## src/rtl/fc_argmax.sv

```systemverilog
// fc_argmax -- final classification stage of the MNIST pipeline.
//
// Consumes the serial stream of NUM_CLASSES signed class scores from fc_layer,
// tracks the running maximum (lowest index wins ties) and reports the winning
// class index one cycle after finish_fc.
//
// Optional feature macro: FC_ARGMAX_MARGIN_EN
//   When defined, the second-best score is tracked and margin = best - second
//   is reported alongside digit_out.
//
// Ports:
//   clk               in   single rising-edge clock
//   reset_n           in   asynchronous active-low reset
//   start_fc          in   clears and arms the block (highest priority)
//   predict_out       in   signed class score, DATA_WIDTH bits
//   predict_out_valid in   score qualifier, classes arrive in order 0..N-1
//   finish_fc         in   end of score stream
//   digit_out         out  index of the maximum score
//   max_score         out  maximum score (signed)
//   digit_valid       out  one-cycle result strobe
//   busy              out  high while collecting or reporting
//   count_error       out  sticky: score count differed from NUM_CLASSES
//   margin            out  best - second, DATA_WIDTH+1 bits (macro only)
module fc_argmax #(
   parameter int NUM_CLASSES = 10,
   parameter int DATA_WIDTH  = 16,
   parameter int IDX_WIDTH   = 4
) (
   input  logic                  clk,
   input  logic                  reset_n,
   input  logic                  start_fc,
   input  logic [DATA_WIDTH-1:0] predict_out,
   input  logic                  predict_out_valid,
   input  logic                  finish_fc,
   output logic [IDX_WIDTH-1:0]  digit_out,
   output logic [DATA_WIDTH-1:0] max_score,
   output logic                  digit_valid,
   output logic                  busy,
   output logic                  count_error
`ifdef FC_ARGMAX_MARGIN_EN
   ,
   output logic [DATA_WIDTH:0]   margin
`endif
);

   // Counter must be able to hold NUM_CLASSES itself (saturation value).
   localparam int            CW   = $clog2(NUM_CLASSES + 1);
   localparam logic [CW-1:0] FULL = CW'(NUM_CLASSES);

   typedef enum logic [1:0] {IDLE, COLLECT, DONE} state_t;
   state_t state, state_nxt;

   logic [CW-1:0]                cnt, cnt_nxt;
   logic signed [DATA_WIDTH-1:0] best, best_nxt, score;
   logic [IDX_WIDTH-1:0]         best_idx, idx_nxt;
   logic                         take, accept, overflow, fin, short_err;
`ifdef FC_ARGMAX_MARGIN_EN
   logic signed [DATA_WIDTH-1:0] second, second_nxt;
   logic signed [DATA_WIDTH:0]   best_x, second_x;
   logic [DATA_WIDTH:0]          margin_nxt;
`endif

   // ---------------- FSM ----------------
   always_ff @(posedge clk or negedge reset_n) begin
      if (!reset_n) state <= IDLE;
      else          state <= state_nxt;
   end

   always_comb begin
      state_nxt = state;
      if (start_fc) begin
         state_nxt = COLLECT;
      end else begin
         case (state)
            COLLECT: if (finish_fc) state_nxt = DONE;
            DONE:    state_nxt = IDLE;
            default: state_nxt = IDLE;
         endcase
      end
   end

   assign digit_valid = (state == DONE);
   assign busy        = (state != IDLE);

   // ---------------- score qualification ----------------
   assign score     = $signed(predict_out);
   assign take      = (state == COLLECT) && predict_out_valid && !start_fc;
   assign accept    = take && (cnt != FULL);
   assign overflow  = take && (cnt == FULL);
   assign cnt_nxt   = cnt + CW'(accept);
   assign fin       = (state == COLLECT) && finish_fc && !start_fc;
   // Same-cycle score is counted before the length check.
   assign short_err = fin && (cnt_nxt != FULL);

   // Next best/second including this cycle's score, so a score arriving
   // together with finish_fc lands in the reported result.
   always_comb begin
      best_nxt   = best;
      idx_nxt    = best_idx;
`ifdef FC_ARGMAX_MARGIN_EN
      second_nxt = second;
`endif
      if (accept) begin
         if (cnt == '0) begin
            best_nxt = score;
            idx_nxt  = '0;
         end else if (score > best) begin
`ifdef FC_ARGMAX_MARGIN_EN
            second_nxt = best;
`endif
            best_nxt   = score;
            idx_nxt    = IDX_WIDTH'(cnt);
         end
`ifdef FC_ARGMAX_MARGIN_EN
         // Second score seeds the runner-up unconditionally (unless it is
         // the new best); afterwards only a strictly larger score replaces it.
         else if (cnt == CW'(1) || score > second) begin
            second_nxt = score;
         end
`endif
      end
   end

`ifdef FC_ARGMAX_MARGIN_EN
   assign best_x     = best_nxt;
   assign second_x   = second_nxt;
   assign margin_nxt = (cnt_nxt >= CW'(2)) ? DATA_WIDTH'(0) + (best_x - second_x)
                                           : '0;
`endif

   // ---------------- datapath registers ----------------
   always_ff @(posedge clk or negedge reset_n) begin
      if (!reset_n) begin
         cnt         <= '0;
         best        <= '0;
         best_idx    <= '0;
         count_error <= 1'b0;
         digit_out   <= '0;
         max_score   <= '0;
`ifdef FC_ARGMAX_MARGIN_EN
         second      <= '0;
         margin      <= '0;
`endif
      end else if (start_fc) begin
         cnt         <= '0;
         best        <= '0;
         best_idx    <= '0;
         count_error <= 1'b0;
         digit_out   <= '0;
         max_score   <= '0;
`ifdef FC_ARGMAX_MARGIN_EN
         second      <= '0;
         margin      <= '0;
`endif
      end else begin
         cnt      <= cnt_nxt;
         best     <= best_nxt;
         best_idx <= idx_nxt;
`ifdef FC_ARGMAX_MARGIN_EN
         second   <= second_nxt;
`endif
         if (overflow || short_err) count_error <= 1'b1;
         if (fin) begin
            digit_out <= idx_nxt;
            max_score <= best_nxt;
`ifdef FC_ARGMAX_MARGIN_EN
            margin    <= margin_nxt;
`endif
         end
      end
   end

endmodule

```

## config.mk

```make
export PLATFORM = sky130hd
export DESIGN_NAME = fc_argmax
export DESIGN_NICKNAME = d
export VERILOG_FILES = /design/src/rtl/fc_argmax.sv
export SDC_FILE = /design/constraint.sdc
export NUM_CORES = 1
export LEC_CHECK = 0
export ABC_AREA = 1
export ABC_CLOCK_PERIOD_IN_PS = 4400
export CAP_MARGIN = 20
export CORE_MARGIN = 5
export CORE_UTILIZATION = 60
export CTS_BUF_LIST = sky130_fd_sc_hd__clkbuf_2 sky130_fd_sc_hd__clkbuf_4 sky130_fd_sc_hd__clkbuf_8
export DETAILED_ROUTE_END_ITERATION = 16
export HOLD_SLACK_MARGIN = 0.08
export PLACE_DENSITY = 0.88
export SLEW_MARGIN = 30
export SYNTH_ARGS = -nofsm -noshare
export SYNTH_HDL_FRONTEND = slang
export SYNTH_SLANG_ARGS = --single-unit
```

## constraint.sdc

```tcl
create_clock -name clk -period 4.4 [get_ports clk]
set_input_delay 0.88 -clock clk [delete_from_list [all_inputs] [get_ports clk]]
set_output_delay 0.88 -clock clk [all_outputs]
set_load 0.03 [all_outputs]
```

Word-level counts from Yosys, hierarchy flattened. Cells that the tools add are included.

Register bits after elaboration: 47. Logic and storage cells: 46. Input port bits: 21. Output and inout bits: 23.

Muxes and demuxes: 18. Order comparisons: 1. Reductions and logical operators: 13. Add/sub/neg operators: 1. Eq/ne operators: 6.

Operators with widths (number): $mux 16 (6); $mux 4 (7); $gt 16x16->1 (1); $ne 4x4->1 const B (2); $logic_and 1x1->1 (7); $mux 2 (3); $reduce_bool 2->1 (3); $add 4x1->4 (1); $eq 4x4->1 const B (1); $logic_not 4->1 (1); $ne 3x3->1 const B (1); $eq 2x1->1 const B (1); $eq 2x2->1 const B (1); $mux 1 (2); $logic_not 1->1 (1); $logic_or 1x1->1 (1).

Longest topological paths before layout.
Depth in word-level cells: 10. Gate-level depth with buffers: 19.

Worst setup path before layout. Ideal clock, no wire load.

Path kind: input to register. From: input start_fc. To: register count_error. Path slack: 1.903 ns. Data required time: 4.276 ns. Stages on the path: 11. Arrival: 2.372 ns. Cells stage by stage: buf_2 nor2_1 nand2_1 nor2_4 buf_6 ha_1 ha_1 xnor2_1 nand4_1 a21oi_1 a21oi_1.

Word-level cells in the longest chain between the ends: 8. Elaborated cells between the ends (all ways): 11. Those cells by class: add/sub (1); eq/ne (1); mux (1); reduce/logical (8).

RTL lines: from (decl) (line 31) `input logic start_fc,`; $logic_not 1->1 (line 87, 91); $logic_and 1x1->1 (line 87) `assign take = (state == COLLECT) && predict_out_valid && !start_fc;`; $logic_and 1x1->1 (line 88) `assign accept = take && (cnt != FULL);`; $add 4x1->4 (line 90) `assign cnt_nxt = cnt + CW'(accept);`; $ne 4x4->1 (line 93) `assign short_err = fin && (cnt_nxt != FULL);`; $logic_and 1x1->1 (line 93); $logic_or 1x1->1 (line 162) `if (overflow || short_err) count_error <= 1'b1;`; $reduce_bool 2->1 (no line); to (signal assigned) (line 137) `count_error <= 1'b0;`; to (signal assigned) (line 148) `count_error <= 1'b0;`; to (signal assigned) (line 162); to (decl) (line 39) `output logic count_error`.

Several ways; a longest one is shown, not always the timed one. A chain may end at the register's enable or synchronous reset.

Worst setup path in the final report.
From: input start_fc. To: register digit_out[1].

Word-level cells in the longest chain between the ends: 6. Elaborated cells between the ends (all ways): 8. Those cells by class: mux (3); reduce/logical (5).

RTL lines: $logic_not 1->1 (line 87, 91); $logic_and 1x1->1 (line 87); $logic_and 1x1->1 (line 88); $mux 4 (line 103) `if (accept) begin`; $mux 4 (line 163) `if (fin) begin`; $mux 4 (line 144) `end else if (start_fc) begin`; to (signal assigned) (line 164) `digit_out <= idx_nxt;`; to (decl) (line 35) `output logic [IDX_WIDTH-1:0] digit_out,`.

Several ways; a longest one is shown, not always the timed one. The select of a mux whose other input is x is not followed.

==> reports/metrics.sh <==
SHARE_OF_THE_CLOCK_PERIOD_USED_BY_THE_WORST_PATH_AFTER_LAYOUT=0.703
DETAILEDROUTE.FIRSTPASSITERATIONCOUNT=4
CLOCK_SKEW_NS=0.00398
P_PER_AREA_nW_PER_UM2=302
VIAS=2200
CTSROOTBUFFERMASTER='sky130_fd_sc_hd__clkbuf_8'
CLOCK_PIN_SLEW_ON_THE_WORST_SETUP_AND_HOLD_PATHS_NS=0.08
UTILIZATION=0.731
LEAKAGE_nW=1.69
CRITICAL-PATH-MAX-STAGE-DELAY_NS=0.70
SYNTHESIS.NETS=358
TIMING.CRITICAL_PATH.FROM_TYPE='input port'
CTS.REPAIR_TIMING.SETUP_BUFFER_COUNT=0
DIE_AREA_UM2=5930
TRITONCTS='done'
REPORT.POWER.TOTAL_uW=963
DRT.ANTENNA.VIOLATING_NETS=0
VDD_DROP_MAX_mV=0.209
GRT-OVFL-TOTAL=0
YS_TYPES=31
SHARE_OF_THE_SYNTHESIZED_AREA_IN_COMPOUND_GATES_AO_OA_AOI_OAI=0.0349
WORSTHOLDPATHTYPE='flip-flop to flip-flop'
MAX_SLEW_MARGIN=0.542
CTS_MAX_LEVEL=2
DRT-VIAS-PER-INSTANCE=5.35
TIMING.CRITICAL_PATH.FANOUT_MAX=37
PLACEMENT_ROWS=24
NETLIST.AREA_LEADER.SHARE=0.437
WORST_SLACK_NS=1.31
MAX_CAP_VIOL_COUNT=0
CLOCK-SINKS=47
CTSHOLDBUFFERS=0
HOLD_VIOL_FINAL=0
POST_SYNTH_XOR_AREA_FRACTION=0.00651
SHARE_OF_ASYNC_SETTABLE_OR_ASYNC_RESETTABLE_FLOPS_AFTER_SYNTHESIS=1.00
CLOCK_INSERTION_DELAY_WORST_SKEW_NS=0.30
DP_SLACK_NS=1.05
SYNTHTOPCELLSBYCOUNT='sky130_fd_sc_hd__nand2_1 (73), sky130_fd_sc_hd__inv_1 (50), sky130_fd_sc_hd__dfrtp_1 (47), sky130_fd_sc_hd__nand3_1 (24), sky130_fd_sc_hd__nand4_1 (20)'
CRITICAL_PATH_BUF_INV_COUNT=4
SETUP_VIOL=0
CTSRESIZECOUNT=0
IOPINCOUNT=44
SYNTH_MUX_AREA_FRAC=0
DIE-WIDTH_UM=77.0
TIMING.FMAX_MHz=323
SYNTHESIZED_CELL_AREA_UM2=2690
INITIAL_ANTENNA_VIOLATION_COUNT=0
GRT_USAGE=0.207
CLOCK_TREE.BUFFER_DEPTH=2
GRT_PASS1_VIAS=2260
GLOBALPLACE.CONGESTION=0.820
UNREPAIRED_SETUP_ENDPOINTS_AFTER_GLOBAL_ROUTING='false'
SYNTH-SEQ-CELLS=47
CRIT_PATH_END_KIND='flip-flop'
PLACEMENT.IO_BUFFERS=43
YOSYS-TOP-CELLS-AREA='sky130_fd_sc_hd__dfrtp_1 (44%), sky130_fd_sc_hd__nand2_1 (10%), sky130_fd_sc_hd__ha_1 (8.4%)'
SETUP.WORST_PATH.CLASS='input port to flip-flop'
POSTSYNTHCELLCOUNT=319
STATUS='finished clean'
DRCVIOLATIONCOUNT=0
FIN_NETS=399
WORST-ENDPOINT-REQUIRED_NS=4.55
POST_ROUTE_CELLS_DRIVE_ABOVE_1_SHARE=0.0836
CRITPATHARRIVALTIME_NS=3.25
INITIAL_CORE_UTIL=0.618
FINAL-MAX-SLEW-VIOLATION-COUNT=0
YOSYSMOSTFREQUENTCELL='sky130_fd_sc_hd__nand2_1'
ANTENNA-DIODE-COUNT=0
PER_INSTANCE_AVERAGE_AREA_AFTER_SYNTHESIS_UM2=8.44
ROUTED_WIRELENGTH_UM=5710
TRITONCTS.NUM_BUFFERS=5
SYNTH-EDFF-COUNT=0
POST_SYNTH_FA_HA_MAJ_AREA_FRACTION=0.0837
GRT_PASS1_WL_UM=10100
CP_SLOWEST_CELL='sky130_fd_sc_hd__inv_1'
PLACEABLECOREAREA_UM2=4350
PIN_COUNT_OF_THE_BIGGEST_NET_ENTERING_GLOBAL_ROUTING=48
CPLARGESTDELAYFAMILY='buffers and inverters'
SYNTHDOMINANTAREACELLTYPE='sky130_fd_sc_hd__dfrtp_1'
WORSTMARGINPINSLEW_NS=0.680
DIE_HEIGHT_UM=77.0
MAIN_FLOP_TYPE_AFTER_SYNTHESIS='sky130_fd_sc_hd__dfrtp_1'
GROWTH_OF_DESIGN_AREA_FROM_SYNTHESIS_TO_FINISH_PCT=18.3
HPWLAFTERDP_UM=4010
YS.WARNINGS.COUNT=0
TIMING.CRITICAL_PATH.CELLS='clkdlybuf4s50_1 -> clkinv_1 -> buf_4 -> nand2_1 -> inv_1 -> o21ai_0'
FINAL.MIN_CLOCK_PERIOD_NS=3.09
DRT_ITER0_MARKERS=150
SEQ_AREA_FRAC_SYNTH=0.437
FINALSETUPTNS_NS=0
SYNTH_SIMPLE_GATE_AREA_SHARE=0.329
DETAIL_ROUTE.WL_PER_CELL_UM=13.9
LARGEST_FAMILY_OF_LOGIC_CELLS_BY_SYNTHESIZED_AREA='simple AND/OR/NAND/NOR gates'
[state kept, by name, summed over array words and instances (netlist names)]
signal,flops
max_score,16
digit_out,4
best_idx,4
count_error,1
cnt,4
best,16
state,2
[placed cells by master (no fill, tap or decap), types with 2 or more instances in the layout]
| master | n |
|---|---|
| sky130_fd_sc_hd__nand2_1 | 73 |
| sky130_fd_sc_hd__inv_1 | 50 |
| sky130_fd_sc_hd__dfrtp_1 | 47 |
| sky130_fd_sc_hd__clkdlybuf4s50_1 | 42 |
| sky130_fd_sc_hd__nand3_1 | 24 |
| sky130_fd_sc_hd__nand4_1 | 20 |
| sky130_fd_sc_hd__ha_1 | 18 |
| sky130_fd_sc_hd__nor2_1 | 17 |
| sky130_fd_sc_hd__and3_1 | 17 |
| sky130_fd_sc_hd__a21oi_1 | 8 |
| sky130_fd_sc_hd__nand2_2 | 6 |
| sky130_fd_sc_hd__o21ai_0 | 5 |
| sky130_fd_sc_hd__nand2_4 | 5 |
| sky130_fd_sc_hd__clkbuf_8 | 5 |
| sky130_fd_sc_hd__inv_2 | 3 |
| sky130_fd_sc_hd__buf_4 | 3 |
| sky130_fd_sc_hd__nor4_1 | 2 |
| sky130_fd_sc_hd__nand2_8 | 2 |
[metal layers]
metal	GRT usage	vias up	share of wire
met3	0.0515	8	0.046
li1	-	1104	-
met4	0.0722	0	0.015
met5	0	-	0
met1	0.264	1036	0.44
met2	0.344	52	0.50
[where the power goes]
group          internal [mW]  leakage (nW)  switching [mW]
Combinational         0.0947          1.01           0.151
Sequential             0.458         0.638          0.0126
Clock                  0.112        0.0406           0.133
Total                  0.665          1.69           0.297
[logic make-up (layout without fill, tap and decap cells)]
logic type,count (synthesis),after routing
buffers and inverters,65,105
flip-flops,47,47
XOR/XNOR,2,2
AO/OA/AOI/OAI,17,17
adder cells (fa/ha/maj),18,18
AND/OR/NAND/NOR,170,170
[path summary, 6_finish.rpt]
kind	from	endpoint	slack [ns]	cells past startpoint
max	start_fc	digit_out[1]$_DFFE_PN0P_	1.31	6
min	digit_out[2]$_DFFE_PN0P_	digit_out[2]$_DFFE_PN0P_	0.48	2
max reg2reg	cnt[2]$_DFF_PN0_	count_error$_DFFE_PN0P_	2.00	9
min reg2reg	digit_out[2]$_DFFE_PN0P_	digit_out[2]$_DFFE_PN0P_	0.48	2
max in group asynchronous	reset_n	state[0]$_DFFE_PN0P_	3.41	1
min in group asynchronous	reset_n	max_score[5]$_DFFE_PN0P_	0.57	1
[worst register-to-register path: stages (launching register included)]
cell	delay, ns
sky130_fd_sc_hd__dfrtp_1	0.43
sky130_fd_sc_hd__nor4_1	0.63
sky130_fd_sc_hd__nor2_4	0.02
sky130_fd_sc_hd__buf_4	0.25
sky130_fd_sc_hd__ha_1	0.23
sky130_fd_sc_hd__ha_1	0.19
sky130_fd_sc_hd__xnor2_1	0.19
sky130_fd_sc_hd__nand4_1	0.12
sky130_fd_sc_hd__a21oi_1	0.14
sky130_fd_sc_hd__a21oi_1	0.07
[stage by stage]
step	cells	hold slack, ns	instance area [um2]
finish	411	0.478	3180
global route	411	0.509	3180
floorplan	319	0.527	2690
detailed placement	405	0.465	3110
CTS	411	0.486	3180
global placement	405	0.466	3110
[area by class of cell]
cell class                 count  area (um2)
multi-input combinational    207        1220
clock buffer                   6        76.3
timing repair buffer          45         443
inverter                      54         203
tap                           52        65.1
fill                         340        1170
sequential                    47        1180
Note: power is estimated with default switching activity, not from simulation.
